$ cat src/rtl/comp_share_arb_pkg.sv
// rtl/comp_share_arb_pkg.sv - shared types and defaults for the shared comparator arbiter
package comp_share_arb_pkg;

    localparam int DEF_DATAWIDTH = 8;
    localparam int DEF_NREQ      = 4;

    // Encoding 2'd3 is unused and falls back to IDLE
    typedef enum logic [1:0] {
        IDLE = 2'd0,
        CMP  = 2'd1,
        ACK  = 2'd2
    } arb_state_t;

endpackage

$ cat src/rtl/comp.sv
// rtl/comp.sv - combinational unsigned comparator resource
module COMP #(
    parameter int DATAWIDTH = 8
) (
    input  logic [DATAWIDTH-1:0] a,
    input  logic [DATAWIDTH-1:0] b,
    output logic                 gt,
    output logic                 lt,
    output logic                 eq
);

    // Unsigned magnitude compare
    always_comb begin
        gt = (a > b);
        lt = (a < b);
        eq = (a == b);
    end

endmodule

$ cat src/rtl/comp_share_arb_rr_pick.sv
// rtl/comp_share_arb_rr_pick.sv - combinational round-robin picker
module comp_share_arb_rr_pick #(
    parameter int NREQ = 4,
    parameter int IDXW = 2
) (
    input  logic [NREQ-1:0] req,
    input  logic [IDXW-1:0] rr_ptr,
    output logic            any,
    output logic [IDXW-1:0] winner
);

    logic [2*NREQ-1:0] dbl_req;

    // Scan the doubled request vector from rr_ptr upward so the wrap is a plain priority search
    always_comb begin
        dbl_req = {req, req};
        any     = 1'b0;
        winner  = '0;
        for (int i = 0; i < 2 * NREQ; i++) begin
            if (!any && (i >= int'(rr_ptr)) && dbl_req[i]) begin
                any    = 1'b1;
                winner = IDXW'((i >= NREQ) ? (i - NREQ) : i);
            end
        end
    end

endmodule

$ cat src/rtl/comp_share_arb.sv
// rtl/comp_share_arb.sv - round-robin time-sharing of one comparator among requesters
module comp_share_arb
    import comp_share_arb_pkg::*;
#(
    parameter int DATAWIDTH = DEF_DATAWIDTH,
    parameter int NREQ      = DEF_NREQ,
    parameter int IDXW      = (NREQ > 1) ? $clog2(NREQ) : 1
) (
    input  logic                      Clk,
    input  logic                      Rst,
    input  logic [NREQ-1:0]           req,
    input  logic [NREQ*DATAWIDTH-1:0] a_bus,
    input  logic [NREQ*DATAWIDTH-1:0] b_bus,
    output logic [NREQ-1:0]           ack,
    output logic                      gt,
    output logic                      lt,
    output logic                      eq,
    output logic [IDXW-1:0]           grant_idx,
    output logic                      busy
);

    arb_state_t            state;
    logic [IDXW-1:0]       rr_ptr;
    logic [IDXW-1:0]       next_ptr;
    logic [DATAWIDTH-1:0]  op_a;
    logic [DATAWIDTH-1:0]  op_b;
    logic                  pick_any;
    logic [IDXW-1:0]       pick_idx;
    logic                  c_gt;
    logic                  c_lt;
    logic                  c_eq;
    logic [NREQ-1:0]       ack_onehot;

    comp_share_arb_rr_pick #(
        .NREQ (NREQ),
        .IDXW (IDXW)
    ) u_pick (
        .req    (req),
        .rr_ptr (rr_ptr),
        .any    (pick_any),
        .winner (pick_idx)
    );

    // The comparator only ever sees the latched operands, so late operand changes are ignored
    COMP #(
        .DATAWIDTH (DATAWIDTH)
    ) u_comp (
        .a  (op_a),
        .b  (op_b),
        .gt (c_gt),
        .lt (c_lt),
        .eq (c_eq)
    );

    // Pointer advance past the winner, and the ack pattern for the served requester
    always_comb begin
        next_ptr = (pick_idx == IDXW'(NREQ - 1)) ? '0 : pick_idx + 1'b1;
        for (int i = 0; i < NREQ; i++) begin
            ack_onehot[i] = (int'(grant_idx) == i);
        end
    end

    // Arbitration FSM: grant in IDLE, register the compare in CMP, pulse ack in ACK
    always_ff @(posedge Clk or negedge Rst) begin
        if (!Rst) begin
            state     <= IDLE;
            ack       <= '0;
            gt        <= 1'b0;
            lt        <= 1'b0;
            eq        <= 1'b0;
            grant_idx <= '0;
            busy      <= 1'b0;
            rr_ptr    <= '0;
            op_a      <= '0;
            op_b      <= '0;
        end else begin
            case (state)
                IDLE: begin
                    if (pick_any) begin
                        op_a      <= a_bus[int'(pick_idx)*DATAWIDTH +: DATAWIDTH];
                        op_b      <= b_bus[int'(pick_idx)*DATAWIDTH +: DATAWIDTH];
                        grant_idx <= pick_idx;
                        rr_ptr    <= next_ptr;
                        busy      <= 1'b1;
                        state     <= CMP;
                    end
                end
                CMP: begin
                    gt    <= c_gt;
                    lt    <= c_lt;
                    eq    <= c_eq;
                    ack   <= ack_onehot;
                    state <= ACK;
                end
                ACK: begin
                    ack   <= '0;
                    busy  <= 1'b0;
                    state <= IDLE;
                end
                default: begin
                    ack   <= '0;
                    busy  <= 1'b0;
                    state <= IDLE;
                end
            endcase
        end
    end

endmodule
$ cat config.mk
export PLATFORM = sky130hd
export DESIGN_NAME = comp_share_arb
export DESIGN_NICKNAME = d
export VERILOG_FILES = /design/src/rtl/comp_share_arb_pkg.sv /design/src/rtl/comp.sv /design/src/rtl/comp_share_arb_rr_pick.sv /design/src/rtl/comp_share_arb.sv
export SDC_FILE = /design/constraint.sdc
export NUM_CORES = 1
export LEC_CHECK = 0
export CORE_MARGIN = 2
export CORE_UTILIZATION = 34
export DETAILED_ROUTE_END_ITERATION = 7
export PLACE_DENSITY = 0.77
export SYNTH_ARGS = -nofsm -noshare
export SYNTH_HDL_FRONTEND = slang
export SYNTH_HIERARCHICAL = 1
export SYNTH_SLANG_ARGS = --single-unit
$ cat constraint.sdc
create_clock -name Clk -period 2.9 [get_ports Clk]
set_clock_uncertainty 0.05 [all_clocks]
set_input_delay 0.58 -clock Clk [delete_from_list [all_inputs] [get_ports Clk]]
set_output_delay 0.58 -clock Clk [all_outputs]
set_load 0.05 [all_outputs]
==> results.ini, run 1 <==
[global_routing]
grt_pass1_wl_um = 6760
grt_pass1_vias = 1494
antenna_found_initial = 0
grt_max_degree = 31
grtUsageTotal_pct = 14.2
overflow = 0

[min_path]
hold_class = flop to flop

[floorplanning]
start_util_pct = 34.9
dieArea_um2 = 6230
core_area_um2 = 5470
io_pins = 80
placement_rows = 27
die-width_um = 78.9
dieHeight_um = 78.9

[power_and_ir_drop]
comb_power_share_pct = 58.8
vdd_ir_drop_max_v = 0.000417
power.internal_w = 0.00171
switching_share_pct = 38.0
switchingPower_w = 0.00105
clkPwrFrac_pct = 12.4
pwr_density_cell_nw_per_um2 = 947
power_leakage_nw = 1.23
seqPwrFrac_pct = 28.8

[synth]
synthCells = 135
yosysSeqAreaShare_pct = 39.3
mappedNetlistNets = 214
synth_top_area_cell = dfrtp_1
synth_top_area_share_pct = 39.3
yosys_warnings = 6
synth.avg_cell_area_um2 = 14.1
synth_area_leaders = dfrtp_1, mux4_1, mux4_2
yosysUniqueCellTypes = 34
netlist_area_um2 = 1910
ys_ff_latch = 30

[clock_tree]
clk_path_buf_depth = 2
numCtsBuffers = 5
clk_pin_slew_ns = 0.06
cts_resized = 0
h-tree-depth = 2
cts.sinks = 30
postCtsSetupBuffers = 0
root_buffer = clkbuf_8
cts_tree = yes
hold_buffers = 0
clk_latency_ns = 0.28

[setup_path]
cp.required_ns = 3.01
endpoint_kind = flop
crit_path_max_fanout = 19
worstPathArrival_ns = 2.69
setup.worst_path.start_class = input pin
critPathKind = input pin to flop

[placement]
dpl_cell_area_um2 = 2820
dp_cells = 285
place.gp.congestion = 0.718
place.port_buffers = 79
dpl.hpwl_um = 3240

[cells_and_area]
antenna_cells = 0
stdcell_count = 293
nNetsFinal = 299
drive_above_1_share_pct = 22.6
postLayoutCellArea_um2 = 2920
post-route-util_pct = 53.3
area_growth_pct = 52.8

[outcome]
outcome = finished, final reports clean

[route]
drtIter0Drc = 30
ant_nets = 0
vias = 1404
drt-wirelength-per-cell_um = 14.0
dr.pass1.iters = 3
vias_per_cell = 4.79
drt-total-wl_um = 4090
remaining_drc_errors = 0

[timing]
max_freq_ghz = 0.388
drv_slew = 0
finalSetupViolCount = 0
hold_viol = 0
relSlewSlack_pct = 38.7
worst_slew_pin_slew_ns = 0.919
rsz0062_at_grt = no
post-route-min-period_ns = 2.58
post-route-period-util_pct = 88.9

[flow_run]
drv_cap = 0

-- power groups by stage --
stage	Sequential, W	Clock [W]	Combinational, W
4_1_cts	0.000797	0.000355	0.00165
6_report	0.000794	0.000342	0.00162
2_1_floorplan	0.000944	0	0.00104
3_3_place_gp	0.000797	0	0.00159
5_1_grt	0.000824	0.000374	0.00177
3_5_place_dp	0.000802	0	0.00164
-- registers in the layout, summed over array words and instances (netlist names) --
name / count
ack: 4
busy: 1
eq: 1
grant_idx: 2
gt: 1
lt: 1
op_a: 8
op_b: 8
rr_ptr: 2
state: 2
-- cells in the final DEF (no fill, tap or decap) --
master / count
a21o_1: 1
a21oi_1: 10
a21oi_2: 1
a311oi_4: 1
buf_12: 2
buf_4: 4
clkbuf_1: 1
clkbuf_8: 6
clkdlybuf4s50_1: 79
clkinv_2: 1
dfrtp_1: 30
ha_1: 9
inv_1: 11
mux2_1: 1
mux2_2: 14
mux2_4: 8
mux2i_1: 1
mux4_1: 8
mux4_2: 8
nand2_1: 1
nand2b_1: 5
nand3_1: 1
nand3b_1: 2
nand4_1: 1
nand4_2: 1
nor2_1: 4
nor2b_1: 1
nor2b_4: 1
nor3b_4: 1
o211ai_2: 1
o21ai_0: 2
o21ba_1: 1
o2bb2a_1: 1
or3b_2: 1
or4_1: 1
-- cell type report --
type	instances	area [µm²]
Timing Repair Buffer	85	861
Clock inverter	1	5.00
Multi-Input combinational cell	87	1080
Tap cell	72	90.1
Clock buffer	7	86.3
Fill cell	499	2560
Inverter	11	41.3
Sequential cell	30	751
-- cell usage after synthesis --
cell       n
a311oi_1   1
o211ai_2   1
nor3b_2    1
nand4_2    1
nand2b_1   5
mux2_1     1
ha_1       9
o2bb2a_1   1
buf_2      1
mux2i_1    1
nand3b_1   2
nand4_1    1
a21oi_1   10
nor2b_1    1
mux2_4     8
nand3_1    1
nor2_1     4
mux4_1     8
a21oi_2    1
buf_6      1
o21ba_1    1
buf_12     1
inv_1     11
a21o_1     1
mux2_2    14
mux4_2     8
buf_4      2
or3b_2     1
nor2b_4    1
or4_1      1
nand2_1    1
dfrtp_1   30
o21ai_0    2
clkbuf_1   2
-- critical path: stages --
cell and delay, ns:
clkdlybuf4s50_1 0.45, mux2i_1 0.16, nor2_1 0.09, a311oi_4 0.31, buf_12 0.22, mux4_1 0.59
mux2_2 0.28
-- layer usage --
metal | up-vias | global-route usage [%] | wire length [µm]
li1 | 685 | - | -
met1 | 657 | 18.0 | 1800
met2 | 57 | 23.2 | 1940
met3 | 5 | 2.95 | 284
met4 | 0 | 6.72 | 70
met5 | - | 0 | 0
-- worst paths after layout --
kind | slack, ns | end | cells past startpoint | startpoint
worst min register to register | 0.45 | busy | 1 | busy
worst max register to register | 0.55 | op_b[6] | 6 | rr_ptr[1]
max in group asynchronous | 1.88 | op_b[5] | 2 | Rst
min in group asynchronous | 0.64 | ack[2] | 2 | Rst
worst min-delay path | 0.45 | busy | 1 | busy
worst max-delay path | 0.32 | op_b[6] | 7 | req[2]
-- stage by stage --
stage | total power (W) | setup TNS [ns] | hold slack [ns] | setup WS, ns
floorplan | 0.00199 | 0 | 0.234 | 0.560
global placement | 0.00239 | 0 | 0.435 | 0.0722
detailed placement | 0.00244 | -0.00762 | 0.428 | -0.00762
CTS | 0.00280 | 0 | 0.443 | 0.295
global route | 0.00296 | 0 | 0.457 | 0.224
finish | 0.00276 | 0 | 0.446 | 0.321
-- kinds of logic after synthesis --
group	after synthesis	share of synthesized area, %
muxes	40	36.1
AOI/OAI and AO/OA	18	6.16
and+or+nand+nor	20	7.21
DFF	30	39.3
adders and majority gates	9	5.90
buffers and inverters	18	5.25
Power figures use the tool's default switching activity.
==> run 2, diff against run 1 <==
--- a/config.mk
+++ b/config.mk
@@ -5,7 +5,6 @@
 export SDC_FILE = /design/constraint.sdc
 export NUM_CORES = 1
 export LEC_CHECK = 0
-export CORE_MARGIN = 2
 export CORE_UTILIZATION = 34
 export DETAILED_ROUTE_END_ITERATION = 7
 export PLACE_DENSITY = 0.77
==> run 2 against run 1 <==
Effect of this change:
- via count rose by 1.3%
- sequential share of layout area is 0.18 points lower
- largest cell class unchanged
- register-to-register slack gained 0.05 ns
- critical path depth unchanged
- critical endpoint is now op_b[0]
- highest routed layer unchanged
- sequential cell count unchanged
==> results.ini, run 2 (synthesis results as in run 1) <==
[setup_path]
cpPeakStageDelay_ns = 0.57  ; was 0.59 ns
r2r_setup_slack_ns = 0.60  ; was 0.55 ns
critPathKind = input pin to flop  ; unchanged
cp.required_ns = 3.02  ; was 3.01 ns
r2r_cells = 6  ; unchanged
setup.worst_path.start_class = input pin  ; unchanged
rr_endpoint = op_b[0]  ; was op_b[6]
endpoint_kind = flop  ; unchanged
crit_end = op_b[0]  ; was op_b[6]
crit_path_max_fanout = 19  ; unchanged
r2r-start = rr_ptr[1]  ; unchanged
crit_start = req[2]  ; unchanged
critical-path-top-delay-family = multiplexers  ; unchanged
worstPathArrival_ns = 2.64  ; was 2.69 ns
critical_path.cell_chain = clkdlybuf4s50_1, mux2i_1, nor2_1, a311oi_4, buf_12, mux4_1, mux2_2  ; unchanged
path_depth = 7  ; unchanged
critPathSlowestCell = mux4_1  ; unchanged
crit_buf_inv = 2  ; unchanged

[flow_run]
drv_cap = 0  ; unchanged

[route]
remaining_drc_errors = 0  ; unchanged
vias_per_cell = 4.90  ; was 4.79
drt-total-wl_um = 4110  ; was 4090 µm
drt-wirelength-per-cell_um = 14.2  ; was 14.0 µm
dr.pass1.iters = 4  ; was 3
vias = 1422  ; was 1404
ant_nets = 0  ; unchanged
drtIter0Drc = 57  ; was 30

[clock_tree]
cts_resized = 0  ; unchanged
clk_pin_slew_ns = 0.07  ; was 0.06 ns
numCtsBuffers = 5  ; unchanged
h-tree-depth = 2  ; unchanged
cts.sinks = 30  ; unchanged
clk_path_buf_depth = 2  ; unchanged
postCtsSetupBuffers = 0  ; unchanged
cts_tree = yes  ; unchanged
hold_buffers = 0  ; unchanged
clk_latency_ns = 0.29  ; was 0.28 ns
root_buffer = clkbuf_8  ; unchanged

[cells_and_area]
final_common_cell = clkdlybuf4s50_1  ; unchanged
layout_common_cells = clkdlybuf4s50_1, dfrtp_1, mux2_2  ; unchanged
postLayoutCellArea_um2 = 2940  ; was 2920 µm²
area_growth_pct = 53.8  ; was 52.8%
reg.largest.list = op_a (8), op_b (8), ack (4)  ; unchanged
antenna_cells = 0  ; unchanged
nNetsFinal = 298  ; was 299
drive_above_1_share_pct = 22.7  ; was 22.6%

[timing]
rsz0062_at_grt = no  ; unchanged
finalSetupViolCount = 0  ; unchanged
max_freq_ghz = 0.396  ; was 0.388 GHz
fin_ws_ns = 0.373  ; was 0.321 ns
post-route-min-period_ns = 2.53  ; was 2.58 ns
drv_slew = 0  ; unchanged
hold_viol = 0  ; unchanged
post-route-period-util_pct = 87.1  ; was 88.9%
final.setup.tns_ns = 0  ; unchanged
relSlewSlack_pct = 52.6  ; was 38.7%
worst_slew_pin_slew_ns = 0.710  ; was 0.919 ns

[global_routing]
antenna_found_initial = 0  ; unchanged
grt_pass1_wl_um = 6940  ; was 6760 µm
grt_pass1_vias = 1503  ; was 1494
grtUsageTotal_pct = 15.3  ; was 14.2%
overflow = 0  ; unchanged
grt_max_degree = 31  ; unchanged

[floorplanning]
core_area_um2 = 5270  ; was 5470 µm²
io_pins = 80  ; unchanged
dieHeight_um = 76.9  ; was 78.9 µm
die-width_um = 76.9  ; was 78.9 µm
dieArea_um2 = 5920  ; was 6230 µm²
placement_rows = 26  ; was 27
start_util_pct = 36.2  ; was 34.9%

[placement]
dpl.hpwl_um = 3190  ; was 3240 µm
dpl_cell_area_um2 = 2830  ; was 2820 µm²
pre_cts_ws_ns = 0.0749  ; was -0.00762 ns
place.port_buffers = 79  ; unchanged
place.gp.congestion = 0.745  ; was 0.718

[power_and_ir_drop]
power_leakage_nw = 1.24  ; was 1.23 nW
vdd_ir_drop_max_v = 0.000373  ; was 0.000417 V
pwr_density_cell_nw_per_um2 = 967  ; was 947 nW/µm²

[outcome]
outcome = finished, final reports clean  ; unchanged

[min_path]
hold_class = flop to flop  ; unchanged
min_from = busy  ; unchanged

==> run 2: changes by cell type in the layout (fill, tap and decap cells not counted), sizes merged <==
cell    before  now
bufinv       0    1
clkinv       1    2
buf          6    5
clkbuf       7    5
==> run 2: worst min-delay path by stage <==
stage | end | slack, ns | depth (start not counted)
floorplan | ack[0] | 0.23 | 0
global placement | busy | 0.42 | 1
detailed placement | busy | 0.43 | 1
CTS | busy | 0.44 | 1
global route | busy | 0.47 | 1
finish | busy | 0.44 | 1
==> run 2: per-layer routing <==
metal,GRT usage [%],vias up,wire length (µm)
met1,19.0,670,1730
met3,3.45,9,273
met2,24.4,63,1990
met4,9.23,0,118
li1,-,680,-
met5,0,-,0
==> run 2: through the flow <==
stage	power, W	util (%)	hold WS, ns	std cells
floorplan	0.00199	-	0.234	135
finish	0.00284	55.7	0.438	290
global route	0.00304	55.7	0.472	290
global placement	0.00241	53.6	0.416	282
CTS	0.00289	55.7	0.442	290
detailed placement	0.00246	53.6	0.427	282
==> run 2: area by class of cell <==
class                      instances  area (µm²)
multi-input combinational         87        1080
clock inverter                     3        40.0
tap                               70        87.6
clock buffer                       5        68.8
inverter                          11        41.3
fill                             481        2330
timing repair buffer              84         866
sequential                        30         751
==> run 2: worst reg2reg max path: cells and delay by family, from the launching register on <==
kind | cells | cell delay (ns)
AO/OA/AOI/OAI | 1 | 0.30
buffers and inverters | 1 | 0.22
flip-flops | 1 | 0.46
multiplexers | 3 | 1.06
AND/OR/NAND/NOR | 1 | 0.09
==> run 2: power breakdown <==
group	internal, W	total (W)	switching (W)
Sequential	0.000629	0.000797	0.000168
Clock	0.000252	0.000416	0.000164
Combinational	0.000906	0.00163	0.000719
==> run 3, diff against run 2 <==
--- a/config.mk
+++ b/config.mk
@@ -8,6 +8,7 @@
 export CORE_UTILIZATION = 34
 export DETAILED_ROUTE_END_ITERATION = 7
 export PLACE_DENSITY = 0.77
+export SLEW_MARGIN = 20
 export SYNTH_ARGS = -nofsm -noshare
 export SYNTH_HDL_FRONTEND = slang
 export SYNTH_HIERARCHICAL = 1
==> results of run 3 <==
Same layout as run 2: the final DEF is identical, and so are final timing and power.
